===== src/rtl/draw_queue.sv =====
// Draw queue: FWFT buffer of triangle and camera-transform entries
// between the frame driver and the transform stage.
module draw_queue #(
  parameter int DEPTH = 8,
  parameter int TRI_W = 324,
  parameter int XF_W  = 288
) (
  input  logic                       clk,
  input  logic                       rst,
  input  logic                       draw_valid,
  input  logic                       camera_transform_valid,
  input  logic                       draw_done,
  input  logic [TRI_W-1:0]           tri_in,
  input  logic [XF_W-1:0]            transform_in,
  output logic                       draw_ready,
  output logic                       world_busy,
  output logic                       out_valid,
  input  logic                       out_ready,
  output logic [TRI_W-1:0]           out_tri,
  output logic [XF_W-1:0]            out_xform,
  output logic                       out_is_cam,
  output logic                       out_eof,
  output logic                       overflow,
  output logic [$clog2(DEPTH):0]     level
);

  localparam int AW = $clog2(DEPTH);
  localparam int LW = AW + 1;

  logic [TRI_W-1:0] tri_mem [DEPTH];
  logic [XF_W-1:0]  xf_mem  [DEPTH];
  logic             cam_mem [DEPTH];
  logic             eof_mem [DEPTH];

  logic [AW-1:0] wr_ptr;
  logic [AW-1:0] rd_ptr;
  logic [LW-1:0] level_q;
  logic [LW-1:0] cam_cnt;
  logic          ovf_q;

  logic wr;
  logic full;
  logic pop;
  logic accept;
  logic cam_in;
  logic cam_out;
  logic both;

  assign wr      = draw_valid | camera_transform_valid;
  assign both    = draw_valid & camera_transform_valid;
  assign full    = (level_q == LW'(DEPTH));
  assign pop     = out_valid & out_ready;
  assign accept  = wr & (~full | pop);
  assign cam_in  = accept & camera_transform_valid;
  assign cam_out = pop & cam_mem[rd_ptr];

  // Storage is deliberately left out of reset.
  always_ff @(posedge clk) begin
    if (accept) begin
      tri_mem[wr_ptr] <= tri_in;
      xf_mem[wr_ptr]  <= transform_in;
      cam_mem[wr_ptr] <= camera_transform_valid;
      eof_mem[wr_ptr] <= draw_done & draw_valid;
    end
  end

  always_ff @(posedge clk or posedge rst) begin
    if (rst) begin
      wr_ptr  <= '0;
      rd_ptr  <= '0;
      level_q <= '0;
      cam_cnt <= '0;
      ovf_q   <= 1'b0;
    end else begin
      if (accept)
        wr_ptr <= wr_ptr + AW'(1);
      if (pop)
        rd_ptr <= rd_ptr + AW'(1);
      unique case ({accept, pop})
        2'b10:   level_q <= level_q + LW'(1);
        2'b01:   level_q <= level_q - LW'(1);
        default: level_q <= level_q;
      endcase
      unique case ({cam_in, cam_out})
        2'b10:   cam_cnt <= cam_cnt + LW'(1);
        2'b01:   cam_cnt <= cam_cnt - LW'(1);
        default: cam_cnt <= cam_cnt;
      endcase
      if (both | (wr & full & ~pop))
        ovf_q <= 1'b1;
    end
  end

  // Status outputs come from registered state only.
  assign out_valid  = (level_q != '0);
  assign out_tri    = tri_mem[rd_ptr];
  assign out_xform  = xf_mem[rd_ptr];
  assign out_is_cam = out_valid & cam_mem[rd_ptr];
  assign out_eof    = out_valid & eof_mem[rd_ptr];
  assign draw_ready = (LW'(DEPTH) - level_q) >= LW'(2);
  assign world_busy = (cam_cnt != '0);
  assign overflow   = ovf_q;
  assign level      = level_q;

endmodule


===== config.mk =====
export PLATFORM = sky130hd
export DESIGN_NAME = draw_queue
export DESIGN_NICKNAME = d
export VERILOG_FILES = /design/src/rtl/draw_queue.sv
export SDC_FILE = /design/constraint.sdc
export NUM_CORES = 2
export LEC_CHECK = 0
export BUFFER_PORTS_ARGS = -buffer_cell sky130_fd_sc_hd__buf_4
export CORE_UTILIZATION = 60
export CTS_BUF_LIST = sky130_fd_sc_hd__clkbuf_16
export DETAILED_ROUTE_END_ITERATION = 6
export GPL_ROUTABILITY_DRIVEN = 0
export PLACE_DENSITY = 0.79
export SETUP_SLACK_MARGIN = 0.4
export SLEW_MARGIN = 20
export SYNTH_ARGS = -nofsm -noshare
export SYNTH_HDL_FRONTEND = slang
export SYNTH_MEMORY_MAX_BITS = 65536
export SYNTH_SLANG_ARGS = --single-unit

===== constraint.sdc =====
create_clock -name clk -period 51 [get_ports clk]
set_input_delay 2.55 -clock clk [delete_from_list [all_inputs] [get_ports clk]]
set_output_delay 2.55 -clock clk [all_outputs]
set_load 0.01 [all_outputs]

# Word-level counts from Yosys, hierarchy flattened
# Memory sizes are Yosys's and may differ from the RTL's.
# Index checks and enable logic that the tools add are counted.
dict set report classes {
  addsub 7
  order_cmp 1
  n_eq_ne 5
  muxes 4
  n_bitwise 15
  reduce_logical 4
}
# operator count
set op_table {}
lappend op_table {{$pmux W4 S2} 2}
lappend op_table {{$and A1 B1 Y1} 10}
lappend op_table {{$add A4 B1 Y4 const B} 2}
lappend op_table {{$reduce_bool A4 Y1} 2}
lappend op_table {{$sub A4 B1 Y4 const B} 2}
lappend op_table {{$add A3 B1 Y3 const B} 2}
lappend op_table {{$eq A2 B1 Y1 const B} 2}
lappend op_table {{$eq A2 B2 Y1 const B} 2}
lappend op_table {{$eq A4 B4 Y1 const B} 1}
lappend op_table {{$ge A4 B2 Y1 const B} 1}
lappend op_table {{$reduce_bool A2 Y1} 2}
lappend op_table {{$sub A4 B4 Y4 const A} 1}
lappend op_table {{$or A1 B1 Y1} 3}
lappend op_table {{$mux W1} 2}
lappend op_table {{$not A1 Y1} 2}
dict set report totals {
  register_bits 15
  mem_bits_rw 4912
  input_bits 618
  output_inout_bits 622
  elab_cells 45
  mem_count 4
}
# name depth word_bits read_ports rd_clocked_by_memory_dff wr line
set mem_list {}
lappend mem_list {tri_mem 8 324 1 0 1 30} ;# logic [TRI_W-1:0] tri_mem [DEPTH];
lappend mem_list {xf_mem 8 288 1 0 1 31} ;# logic [XF_W-1:0] xf_mem [DEPTH];
lappend mem_list {cam_mem 8 1 1 0 1 32} ;# logic cam_mem [DEPTH];
lappend mem_list {eof_mem 8 1 1 0 1 33} ;# logic eof_mem [DEPTH];

# Logic depth before layout (Yosys ltp)
dict set report depth {
  word_depth 7
  depth_mapped 13
  mapped_depth_nobuf 13
}

# Worst setup path before layout
# OpenSTA, ideal clock, no wires.
dict set report synth_timing {
  path_kind {input to register}
  startpoint {input port out_ready}
  endpoint {memory cam_mem[0] (enable)}
  setup_time_ps 2345
  t_arrival_ps 44459
  t_required_ps 48655
  setup_slack_ps 4196
  stages 3
  n_path_buf 0
  path_cell_list {and4bb_2 > or3_1 > nor3_1}
}
dict set report synth_via {
  elab_chain_cells 5
}
# element line
set synth_lines {}
lappend synth_lines {{from (decl)} 18} ;# input logic out_ready,
lappend synth_lines {{$and A1 B1 Y1} 52} ;# assign pop = out_valid & out_ready;
lappend synth_lines {{$or A1 B1 Y1} 53} ;# assign accept = wr & (~full | pop);
lappend synth_lines {{$and A1 B1 Y1} 53}
lappend synth_lines {{$mux W1} 59} ;# if (accept) begin
lappend synth_lines {{$mux W1 (not written as such)} 62} ;# cam_mem[wr_ptr] <= camera_transform_valid;
lappend synth_lines {{to (decl)} 32}
# No other way between the ends.

# Worst setup path after layout
dict set report layout_timing {
  startpoint {register rd_ptr[0]}
  endpoint {output port out_xform[90]}
}
dict set report layout_via {
  elab_chain_cells 1
}
# element line
set layout_lines {}
lappend layout_lines {{from (decl)} 36} ;# logic [AW-1:0] rd_ptr;
lappend layout_lines {{from (signal assigned)} 78} ;# rd_ptr <= rd_ptr + AW'(1);
lappend layout_lines {{$mem_v2 Z8 W288} n/a}
lappend layout_lines {{to (decl)} 20} ;# output logic [XF_W-1:0] out_xform,
# No other way between the ends.

==> summary.md <==
| Metric | Value |
|---|---|
| CP Class | `flop to output pin` |
| Area share of the largest cell type after synthesis | `79.65%` |
| Crit. End Element | `output pin` |
| Global-route wire length before repair | `~600000 um` |
| CP required | `48.45 ns` |
| Setup WS post-layout | `40.69 ns` |
| Clk_lat worst skew | `0.98 ns` |
| Crit path max fanout | `just over 70` |
| DRT Pass-1 Iters | `7` |
| WP data arrival | `slightly below 8 ns` |
| Max Freq | `a little under 0.1 GHz` |
| Worst slew pin tran | `~1.2 ns` |
| Met2 Use GR | `between 40% and 50%` |
| Post-synthesis register bit count | `slightly below 5000` |
| Leak pwr | `about 70 nW` |
| Commonest cells in the netlist | `edfxtp_1, mux4_2, mux2_2, clkbuf_1, buf_6` |
| Congestion Overflow GR | `0` |
| Max-cap violation count | `0` |
| Synth Instances | `just over 7000` |
| Failing checks | `DRC` |
| Count of cell types in the netlist | `33` |
| Period minus WS final | `slightly above 10 ns` |
| Dpl ws | `41.61 ns` |
| Sink Count | `between 4000 and 5000` |
| Row Count | `~200` |
| Most common cell in the synthesized netlist | `edfxtp_1` |
| Leading area contributor after synthesis | `edfxtp_1` |
| Die ar. | `a little over 300000 um^2` |
| Syn Area/Cell | `about 26 um^2` |
| DIE WIDTH | `around 560 um` |
| Worst min path class | `flop to flop` |
| Clock slew at the register clock pins of the worst setup and hold paths | `around 0.060 ns` |
| DR vias/cell | `about 6.4` |
| Die height | `~560 um` |
| Mapped Nets | `7833` |
| Layout Nets | `~9300` |
| Cell Area, Synth | `between 150000 and 200000 um^2` |
| Area Overhead vs Synth | `15.75%` |
| Cts-stage hold buffer count | `0` |
| Clk_skew | `between 0.07 and 0.08 ns` |
| Antenna violations before repair | `between 150 and 200` |
| Fin crit share | `approximately a fifth` |
| Layout Utilization | `between 60% and 70%` |
| Final Max Slew Viols | `0` |
| Post-DP Area | `198900 um^2` |
| Number of I/O port buffers | `between 1000 and 1500` |
| Area contributors post-synth | `edfxtp_1, mux4_2, mux2_2` |
| Tot GR Track Use | `~28%` |
| Largest net degree at the start of global routing | `roughly 150` |
| Synth warn | `0` |
| Root buffer cell | `clkbuf_16` |
| Power, Total | `approximately 0.014 W` |
| EDFF count, synth | `around 4900` |
| Slew margin rel. | `21.02%` |
| Dpl hpwl | `238300 um` |
| # setup viols final | `0` |
| R2R depth | `11` |
| CTS tree | `done` |
| Hold-critical path depth | `1` |
| Ys flop type | `edfxtp_1` |
| CTS Buf Count | `460` |
| CTS Buffer Depth | `4` |
| Vias in the first global route | `between 80000 and 90000` |
| M1 GR Usage | `between 30% and 40%` |
| Post-synthesis sequential area ratio | `about 80%` |
| RSZ-0062 raised after global routing | `no` |
| VDD IR max | `roughly 0.082 mV` |
| Boundary Pins | `roughly 1200` |
| Max H-tree Level | `5` |
| Endpoints failing hold | `0` |
| First DRT Iteration DRCs | `between 9000 and 10000` |
| Outcome | `finished with violations` |
| Grt met3 use | `8.703%` |
| Cts repair resizes | `0` |
| Residual DRC | `3` |
| Ys async rst share | `less than 1%` |
| Busiest grt layer | `met2` |
| Drt wl/cell | `roughly 33 um` |
| Post-route cell area | `about 210000 um^2` |
| Final ANT Viol Nets | `0` |
| Placeable Area | `~310000 um^2` |
| Initial Util | `approximately three fifths` |
| Final setup TNS | `0 ns` |
| Fillers | `between 15000 and 20000` |
| Pwr Density | `between 60 and 70 nW/um^2` |
| Post-Route WL | `438200 um` |
| Postcts setup bufs | `0` |
| Ratio of cells with drive above 1 in the final layout | `42.85%` |
| Startpoint types | `flop` |
| Vias | `approximately 86000` |
[stage by stage]
| stage | hold slack [ns] | std cells |
|---|---|---|
| 6_report | 0.4909 | 13287 |
| 5_1_grt | 0.5004 | 13257 |
| 4_1_cts | 0.4847 | 13180 |
| 3_5_place_dp | 0.4610 | 12326 |
| 3_3_place_gp | 0.4462 | 12326 |
| 2_1_floorplan | 0.4333 | 7204 |
[layout make-up]
class / count / area, um^2 / area share [%]
clock inverters: 390 / 3542 / 1.653
well taps: 4100 / 5130 / 2.393
diodes: 105 / 262.8 / 0.1226
inverters: 7 / 26.28 / 0.01226
flip-flops and latches: 4927 / 147900 / 69.00
clock buffers: 464 / 11610 / 5.417
repair buffers: 1367 / 10660 / 4.972
multi-input cells: 1927 / 35220 / 16.43
[worst max-delay path, stage by stage, from the launching register on]
cell and delay (ns):
dfrtp_4 1.05, buf_12 0.43, buf_16 0.44, buf_4 0.64
buf_4 0.85, buf_4 0.88, buf_4 0.87, mux4_2 0.61
mux2_2 0.35, buf_4 0.17
[routing by layer]
layer / vias up / share of wire [%]
met3: 1056 / 10
met5: - / 0.19
li1: 34262 / -
met1: 45400 / 34
met2: 4651 / 50
met4: 132 / 5.2
[registers in the layout (all words and copies together), names as in the netlist]
register / count
xf_mem: 2304
level: 4
tri_mem: 2592
cam_cnt: 4
overflow: 1
eof_mem: 8
rd_ptr: 3
cam_mem: 8
wr_ptr: 3
[power breakdown]
part,total (W),internal [W],switching [W]
registers,0.00560,0.00537,0.000233
clock network,0.00342,0.00193,0.00149
logic,0.00449,0.00204,0.00245
total,0.0135,0.00933,0.00417
[path summary, 6_finish.rpt]
check | from | end | slack [ns]
max | rd_ptr[0] | out_xform[90] | 40.69
min | cam_cnt[3] | cam_cnt[3] | 0.49
min reg2reg | cam_cnt[3] | cam_cnt[3] | 0.49
min in group asynchronous | rst | level[0] | 1.67
max reg2reg | level[0] | tri_mem[5][304] | 44.51
max in group asynchronous | rst | rd_ptr[0] | 48.82
[logic make-up (layout without fill, tap and decap cells)]
| kind of cell | Yosys count | in the layout | synth area share [%] |
|---|---|---|---|
| flops | 4927 | 4927 | 79.86 |
| mux | 1846 | 1846 | 18.69 |
| buf+inv | 350 | 2228 | 1.154 |
| simple gates | 48 | 48 | 0.1358 |
| compound gates | 12 | 12 | 0.03716 |
| fa+ha+maj | 11 | 11 | 0.07838 |
| xor+xnor | 10 | 10 | 0.04730 |
| other cells | 0 | 105 | 0 |
[cell usage in the layout (no fill, tap or decap), types with 2 or more instances in the layout]
master      instances
a21oi_1             4
dfrtp_4             3
xor2_1              5
xnor2_1             5
nand2_1            12
clkinvlp_4         20
mux2_2            614
mux4_2           1228
bufinv_16          53
edfxtp_1         4912
o21ai_0             5
clkinv_1          106
buf_12             28
ha_1               10
diode_2           105
clkinv_2          105
buf_16              2
inv_6               3
or4_1               2
buf_4            1336
clkinv_16          11
mux2i_1             4
clkinv_4            4
nor3_2              2
nor4bb_1            3
clkinv_8            4
nand2b_1            3
nor2_4              6
nor2_1              9
dfrtp_1            12
inv_1              84
nor3b_1             2
nand3_1             2
nor3_1              2
inv_16              6
clkbuf_16         464
No activity file was read; power rests on OpenSTA's default activity.
